**config.mk**
```make
export PLATFORM = sky130hd
export DESIGN_NAME = mem_arbiter
export DESIGN_NICKNAME = d
export VERILOG_FILES = /design/src/rtl/mem_arbiter.sv
export SDC_FILE = /design/constraint.sdc
export NUM_CORES = 1
export LEC_CHECK = 0
export CAP_MARGIN = 20
export CORE_AREA = 4 4 265 267
export DETAILED_ROUTE_END_ITERATION = 10
export DIE_AREA = 0 0 269 271
export SLEW_MARGIN = 20
export SYNTH_ARGS = -nofsm -noshare
export SYNTH_HDL_FRONTEND = slang
export SYNTH_SLANG_ARGS = --single-unit
```
**constraint.sdc**
```tcl
create_clock -name clk -period 2.82 [get_ports clk]
set_input_delay 0.564 -clock clk [delete_from_list [all_inputs] [get_ports clk]]
set_output_delay 0.564 -clock clk [all_outputs]
set_load 0.01 [all_outputs]
```
**src/rtl/mem_arbiter.sv**
```systemverilog
// Two-way arbiter sharing one main-memory beat port between icache and dcache line transfers.
// Define MEM_ARB_RR_EN for round-robin tie breaking; otherwise dcache has fixed priority.
module mem_arbiter #(
  parameter int AW    = 12,
  parameter int DW    = 128,
  parameter int BEATS = 4
) (
  input  logic          clk,
  input  logic          rst,
  input  logic          ic_req_valid,
  output logic          ic_req_ready,
  input  logic [AW-1:0] ic_req_addr,
  output logic          ic_rsp_valid,
  output logic [DW-1:0] ic_rsp_data,
  input  logic          dc_req_valid,
  output logic          dc_req_ready,
  input  logic          dc_req_rtype,
  input  logic [AW-1:0] dc_req_addr,
  input  logic [DW-1:0] dc_wdata,
  output logic          dc_wdata_ready,
  output logic          dc_rsp_valid,
  output logic [DW-1:0] dc_rsp_data,
  output logic          dc_wr_done,
  output logic          mem_req_valid,
  input  logic          mem_req_ready,
  output logic          mem_req_we,
  output logic [AW-1:0] mem_req_addr,
  output logic [DW-1:0] mem_req_wdata,
  input  logic          mem_rsp_valid,
  input  logic [DW-1:0] mem_rsp_data,
  output logic [1:0]    state_dbg
);
  localparam int LB = $clog2(BEATS);
  localparam int CW = LB + 1;
  localparam logic [CW-1:0] BEATS_C  = CW'(BEATS);
  localparam logic [CW-1:0] LAST_C   = CW'(BEATS - 1);
  localparam logic [AW-1:0] LOW_MASK = AW'(BEATS - 1);
  localparam logic OWN_IC = 1'b0;
  localparam logic OWN_DC = 1'b1;
  localparam logic DMEM_WRITE = 1'b1;

  typedef enum logic [1:0] {ARB_IDLE = 2'd0, ARB_RD = 2'd1, ARB_WR = 2'd2} arb_state_t;

  arb_state_t    state;
  logic          owner;
  logic [AW-1:0] line_addr;
  logic [CW-1:0] iss_cnt;
  logic [CW-1:0] rsp_cnt;
  logic          grant_ic;
  logic          grant_dc;
  logic          mem_fire;

  // Every handshake is valid/ready: a transfer happens in the cycle both are high,
  // and ready is only ever raised for the single winner while the arbiter is idle.
`ifdef MEM_ARB_RR_EN
  logic last_grant;
`endif

  always_comb begin
    grant_ic = 1'b0;
    grant_dc = 1'b0;
    if (state == ARB_IDLE && !rst) begin
`ifdef MEM_ARB_RR_EN
      if (ic_req_valid && dc_req_valid) begin
        grant_ic = (last_grant == OWN_DC);
        grant_dc = (last_grant == OWN_IC);
      end else begin
        grant_ic = ic_req_valid;
        grant_dc = dc_req_valid;
      end
`else
      grant_dc = dc_req_valid;
      grant_ic = ic_req_valid && !dc_req_valid;
`endif
    end
  end

  assign ic_req_ready   = grant_ic;
  assign dc_req_ready   = grant_dc;
  assign mem_req_valid  = ((state == ARB_RD) && (iss_cnt < BEATS_C)) || (state == ARB_WR);
  assign mem_req_we     = (state == ARB_WR);
  assign mem_req_addr   = line_addr | AW'(iss_cnt[LB-1:0]);
  assign mem_req_wdata  = dc_wdata;
  assign mem_fire       = mem_req_valid && mem_req_ready;
  assign dc_wdata_ready = (state == ARB_WR) && mem_req_ready;
  assign dc_wr_done     = dc_wdata_ready && (iss_cnt == LAST_C);
  // Read data is shared; only the owner's valid is raised.
  assign ic_rsp_valid   = (state == ARB_RD) && (owner == OWN_IC) && mem_rsp_valid;
  assign dc_rsp_valid   = (state == ARB_RD) && (owner == OWN_DC) && mem_rsp_valid;
  assign ic_rsp_data    = mem_rsp_data;
  assign dc_rsp_data    = mem_rsp_data;
  assign state_dbg      = state;

  always_ff @(posedge clk or posedge rst) begin
    if (rst) begin
      state     <= ARB_IDLE;
      owner     <= OWN_DC;
      line_addr <= '0;
      iss_cnt   <= '0;
      rsp_cnt   <= '0;
`ifdef MEM_ARB_RR_EN
      last_grant <= OWN_DC;
`endif
    end else begin
      case (state)
        ARB_IDLE: begin
          iss_cnt <= '0;
          rsp_cnt <= '0;
          if (grant_dc) begin
            owner     <= OWN_DC;
            line_addr <= dc_req_addr & ~LOW_MASK;
            state     <= (dc_req_rtype == DMEM_WRITE) ? ARB_WR : ARB_RD;
          end else if (grant_ic) begin
            owner     <= OWN_IC;
            line_addr <= ic_req_addr & ~LOW_MASK;
            state     <= ARB_RD;
          end
`ifdef MEM_ARB_RR_EN
          if (grant_dc || grant_ic) last_grant <= grant_dc ? OWN_DC : OWN_IC;
`endif
        end
        ARB_RD: begin
          if (mem_fire) iss_cnt <= iss_cnt + CW'(1);
          if (mem_rsp_valid) begin
            rsp_cnt <= rsp_cnt + CW'(1);
            if (rsp_cnt == LAST_C) state <= ARB_IDLE;
          end
        end
        ARB_WR: begin
          if (mem_fire) begin
            iss_cnt <= iss_cnt + CW'(1);
            if (iss_cnt == LAST_C) state <= ARB_IDLE;
          end
        end
        default: state <= ARB_IDLE;
      endcase
    end
  end
endmodule

```
== After elaboration in Yosys (flattened, before gate mapping) ==
Cells that the tools add are included.

* Magnitude comparators: 1
* Equal/unequal tests: 10
* Bitwise logic cells: 2
* Add/sub/neg operators: 2
* Multiplexer cells: 18
* Reductions and logical operators: 22

{| class="wikitable"
|+ Operator list
! kind !! count
|-
| 12-bit two-way mux || 2
|-
| 2-bit two-way mux || 7
|-
| 12-bit by 2-bit bitwise OR with 12-bit output || 1
|-
| 3-bit one-hot mux with 2 select lines || 2
|-
| 1-bit logical AND || 10
|-
| 2-bit by 1-bit != test with 1-bit output, second input constant || 4
|-
| 3-bit by 1-bit adder with 3-bit output, second input constant || 2
|-
| 3-bit by 2-bit equality test with 1-bit output, second input constant || 2
|-
| 3-bit two-way mux || 2
|-
| 2-bit one-hot mux with 3 select lines || 1
|-
| 2-bit AND reduction || 3
|-
| 2-bit nonzero test || 3
|-
| 5-bit AND reduction || 1
|-
| 1-bit two-way mux || 4
|-
| 3-bit less-than comparator, second input constant || 1
|-
| 3-bit != test, second input constant || 1
|-
| 2-bit by 1-bit equality test with 1-bit output, second input constant || 1
|-
| 2-bit equality test, second input constant || 1
|-
| 1-bit zero test || 2
|-
| 2-bit zero test || 1
|-
| 2-bit != test, second input constant || 1
|-
| 2-bit OR reduction || 1
|-
| 1-bit logical OR || 1
|-
| 1-bit inverter || 1
|}

* Output and inout bits: 406
* Register bits after elaboration: 21
* Logic and storage cells: 60
* Input port bits: 287

== Depth between registers and ports, before layout ==
* Depth after elaboration: 6
* Gate-level depth with buffers: 7
* Gate-level depth less buffers: 6

== Least setup slack after synthesis ==
OpenSTA, ideal clock, no wires.

* Path type: register to output
* Start: register state[0], in the netlist state_dbg[0]
* End: output dc_req_ready
* Path slack: 1.021 ns
* Path buffers: 1
* Arrival time: 1.235 ns
* Stages on the path, launching flop included: 7
* Data required time: 2.256 ns
* Cells stage by stage: dfrtp_1 inv_1 ha_1 and2b_4 nand2_4 buf_6 inv_2

* Longest elaborated chain between the ends: 3

{| class="wikitable"
|+ RTL lines
! item !! RTL line !! RTL
|-
| start: declaration || 44 || <nowiki>arb_state_t state;</nowiki>
|-
| start signal: assignment || 112 || <nowiki>state <= (dc_req_rtype == DMEM_WRITE) ? ARB_WR : ARB_RD;</nowiki>
|-
| 2-bit zero test || 62 || <nowiki>if (state == ARB_IDLE && !rst) begin</nowiki>
|-
| 1-bit logical AND || 62 ||
|-
| 1-bit two-way mux || 62 ||
|-
| end: declaration || 16 || <nowiki>output logic dc_req_ready,</nowiki>
|}

Every way passes these cells.

== Final worst setup path ==
* Start: register state[0], in the netlist state_dbg[0]
* End: output ic_req_ready

* Longest elaborated chain between the ends: 3

{| class="wikitable"
|+ RTL lines
! item !! RTL line !! RTL
|-
| 2-bit zero test || 62 ||
|-
| 1-bit logical AND || 62 ||
|-
| 1-bit two-way mux || 62 ||
|-
| end: declaration || 11 || <nowiki>output logic ic_req_ready,</nowiki>
|}

Every way passes these cells.

==> run summary <==
### Pwr
- **leakage power total** 0.8424 nW
- **fraction of power consumed by sequential logic** 28.7%
- **proportion of power drawn by the clock network** 21.0%
- **proportion of power drawn by combinational gates** 50.3%
- **power dissipated by switching net loads** 0.0006238 W
- **power density of the placed cells** 562.3 nW/um2
- **largest voltage drop on the vdd net** 0.0003787 V
- **Cell Int Power** 0.0009410 W
- **net switching share of the total power** 39.86%

### Logic synthesis
- **distinct cell type count of the synthesized netlist** 27
- **ranking of synthesized cells by area** buf_4 73%, dfrtp_1 11%, mux2i_1 3.3%, ha_1 2.8%, nand2_1 1.7%
- **Post-Synthesis Net Count** 789
- **area share of the largest cell type after synthesis** 72.94%
- **most frequently used cell type in the post-synthesis netlist** buf_4
- **Synth top cells by count** 386 x buf_4, 18 x dfrtp_1, 18 x nand2_1
- **synthesized cell area** 3973 um2
- **number of synthesized flops with an enable pin** 0
- **prevailing post-synth register cell** dfrtp_1
- **fraction of the yosys area taken by sequential cells** 12.00%
- **mean instance size in the synthesized netlist** 8.058 um2
- **Gate Count Post-Synth** 493
- **count of yosys warnings during synthesis** 0
- **leading area contributor after synthesis** buf_4
- **flip-flop and latch count after synthesis** 19
- **share of synthesized flip-flops with an asynchronous set or reset** 100.0%

### Global routing
- **GRT Residual Overflow** 0
- **total global routing track utilization** 5.388%
- **global-route wire length before repair** 24.23 mm
- **pin count of the biggest net entering global routing** 21
- **via count of the first global-routing pass** 1,843
- **antenna violations before repair** 0

### Worst setup path
- **reg2reg start** state_dbg[0]$_DFFE_PP0P_
- **arrival time worst endpoint** 2.11 ns
- **kind of launch point of the worst setup path** flip-flop
- **CP required** 2.26 ns
- **Setup crit start** state_dbg[0]$_DFFE_PP0P_
- **critical setup path kind** reg -> out
- **Critical Path Sink Type** primary output
- **crit path max fanout** 5

### Detailed routing
- **total length of routed wires** 21.04 mm
- **violation count after the first detailed-route iteration** 42
- **mean number of vias per cell** 1.513
- **detailed-route via count** 1,578
- **number of remaining DRC errors** 0
- **Antenna Nets Post-Route** 0
- **WL/cell** 20.17 um
- **1st-pass router iterations** 4

### Finish
- **fillers** 8,014
- **layout overhead on the synthesized area** -29.95%
- **fraction of layout cells with a size suffix above 1** 10.63%
- **Nets** 457
- **area used by multi-input combinational logic** 543.0 um2
- **FF/Latch Area** 476.7 um2

### Floorplanning
- **placeable core area** 68,110 um2
- **starting utilization of the core area** 5.833%
- **number of rows in the core area** 96
- **Total Die Area** 72,900 um2
- **number of top-level pins** 693
- **vertical die dimension** 271 um
- **Die Wd** 269 um

### Timing
- **final setup fails** 0
- **fmax** 373.5 MHz
- **count of final max-slew check failures** 0
- **worst clock skew** 0.005446 ns
- **slew margin rel.** 67.61%
- **setup repair after global routing missed its margin** false
- **TNS Setup** 0 ns
- **final worst-path cycle share** 94.95%
- **Fin. Hold Viols** 0
- **minimum period implied by the final worst setup slack** 2.678 ns
- **actual slew at the worst max-slew pin** 0.4843 ns
- **worst hold slack** 0.4816 ns

### Flow run
- **max cap viols** 0

### Hold path
- **hold path startpoint** line_addr[6]$_DFFE_PP0P_
- **Hold Path Class** reg -> reg

### Clock tree
- **Clock Sink Count** 19
- **clock tree from TritonCTS** built
- **# H-tree levels** 1
- **CTS Hold Bufs** 0
- **TritonCTS buffer count** 3
- **Clk Tree Root Cell** clkbuf_16
- **clock-pin slew on the worst setup and hold paths** 0.07 ns
- **post-cts sizing count** 0
- **Clock Path Buffers** 2
- **latest clock arrival within the worst-skew pair** 0.27 ns
- **Setup Fix Bufs, Post-CTS** 0

### Place
- **routability congestion estimate** 0.6376
- **Post-DP HPWL** 18.79 mm
- **port buffer count** 48

### Outcome
- **outcome** completed

placed cells by master, fill, tap and decap left out, types with 3 or more instances in the layout:
| cell | n |
|---|---|
| and3_1 | 3 |
| inv_1 | 8 |
| ha_1 | 9 |
| o21ai_0 | 3 |
| nand2b_1 | 5 |
| o21ai_1 | 12 |
| dfrtp_1 | 18 |
| buf_4 | 4 |
| clkdlybuf4s50_1 | 45 |
| mux2i_1 | 13 |
| nand2_1 | 18 |
| buf_12 | 3 |
| clkbuf_16 | 3 |
flip-flops by register name, indices dropped and copies added (netlist names):
name / cells
rsp_cnt: 3
owner: 1
iss_cnt: 3
state_dbg: 2
line_addr: 10
worst paths after layout:
kind	endpoint	slack (ns)	depth (start not counted)
setup / recovery	ic_req_ready	0.14	5
hold / removal	line_addr[6]$_DFFE_PP0P_	0.48	2
setup reg to reg	state_dbg[1]$_DFFE_PP0P_	1.00	6
hold reg to reg	line_addr[6]$_DFFE_PP0P_	0.48	2
max in group asynchronous	owner$_DFFE_PP1P_	1.85	3
min in group asynchronous	line_addr[2]$_DFFE_PP0P_	0.69	3
final cells by class:
class                   count  area share (%)
diodes                      1         0.08993
clock buffers               3           2.698
clock inverters             1          0.2698
inverters                   9           1.214
multi-input cells          76           19.51
flip-flops and latches     19           17.13
well taps                 882           39.66
repair buffers             52           19.42
logic make-up after synthesis:
family,Yosys count,synth area share (%)
adders and majority gates,9,2.835
AOI/OAI and AO/OA,20,2.961
and+or+nand+nor,32,4.094
buffers and inverters,398,74.33
DFF,19,12.00
xor gates and xnor gates,1,0.2205
muxes,14,3.559
worst max-delay path, stage by stage (launching register included):
cell and delay (ns):
dfrtp_1 0.42, inv_1 0.14, ha_1 0.28, and2b_4 0.22, and3b_1 0.22, clkdlybuf4s50_1 0.56
routing by layer:
layer / vias up / GRT usage (%) / routed length (um)
met1: 558 / 2.385 / 3223
met3: 177 / 7.275 / 6667
met2: 377 / 7.647 / 8413
met5: - / 0.4054 / 0
met4: 0 / 6.452 / 2734
li1: 466 / - / -
power groups by stage:
stage | Clock [W] | Combinational, W | Sequential [W]
after floorplan | 0 | 0.000878 | 0.000477
after global placement | 0 | 0.000813 | 0.000447
final | 0.000329 | 0.000786 | 0.000450
after global routing | 0.000353 | 0.000888 | 0.000467
after CTS | 0.000350 | 0.000827 | 0.000454
after detailed placement | 0 | 0.000823 | 0.000456
per-stage QoR:
stage | total power (W) | setup slack [ns] | cell area, um2 | cells | utilization (%)
2_1_floorplan | 0.001355 | 1.021 | 3973 | 493 | -
3_3_place_gp | 0.001259 | 0.1834 | 2698 | 1038 | 3.961
3_5_place_dp | 0.001279 | 0.1992 | 2698 | 1038 | 3.961
4_1_cts | 0.001631 | 0.1221 | 2780 | 1042 | 4.082
5_1_grt | 0.001708 | 0.03255 | 2780 | 1042 | 4.082
6_report | 0.001565 | 0.1425 | 2783 | 1043 | 4.086
(Power assumes the default switching activity.)
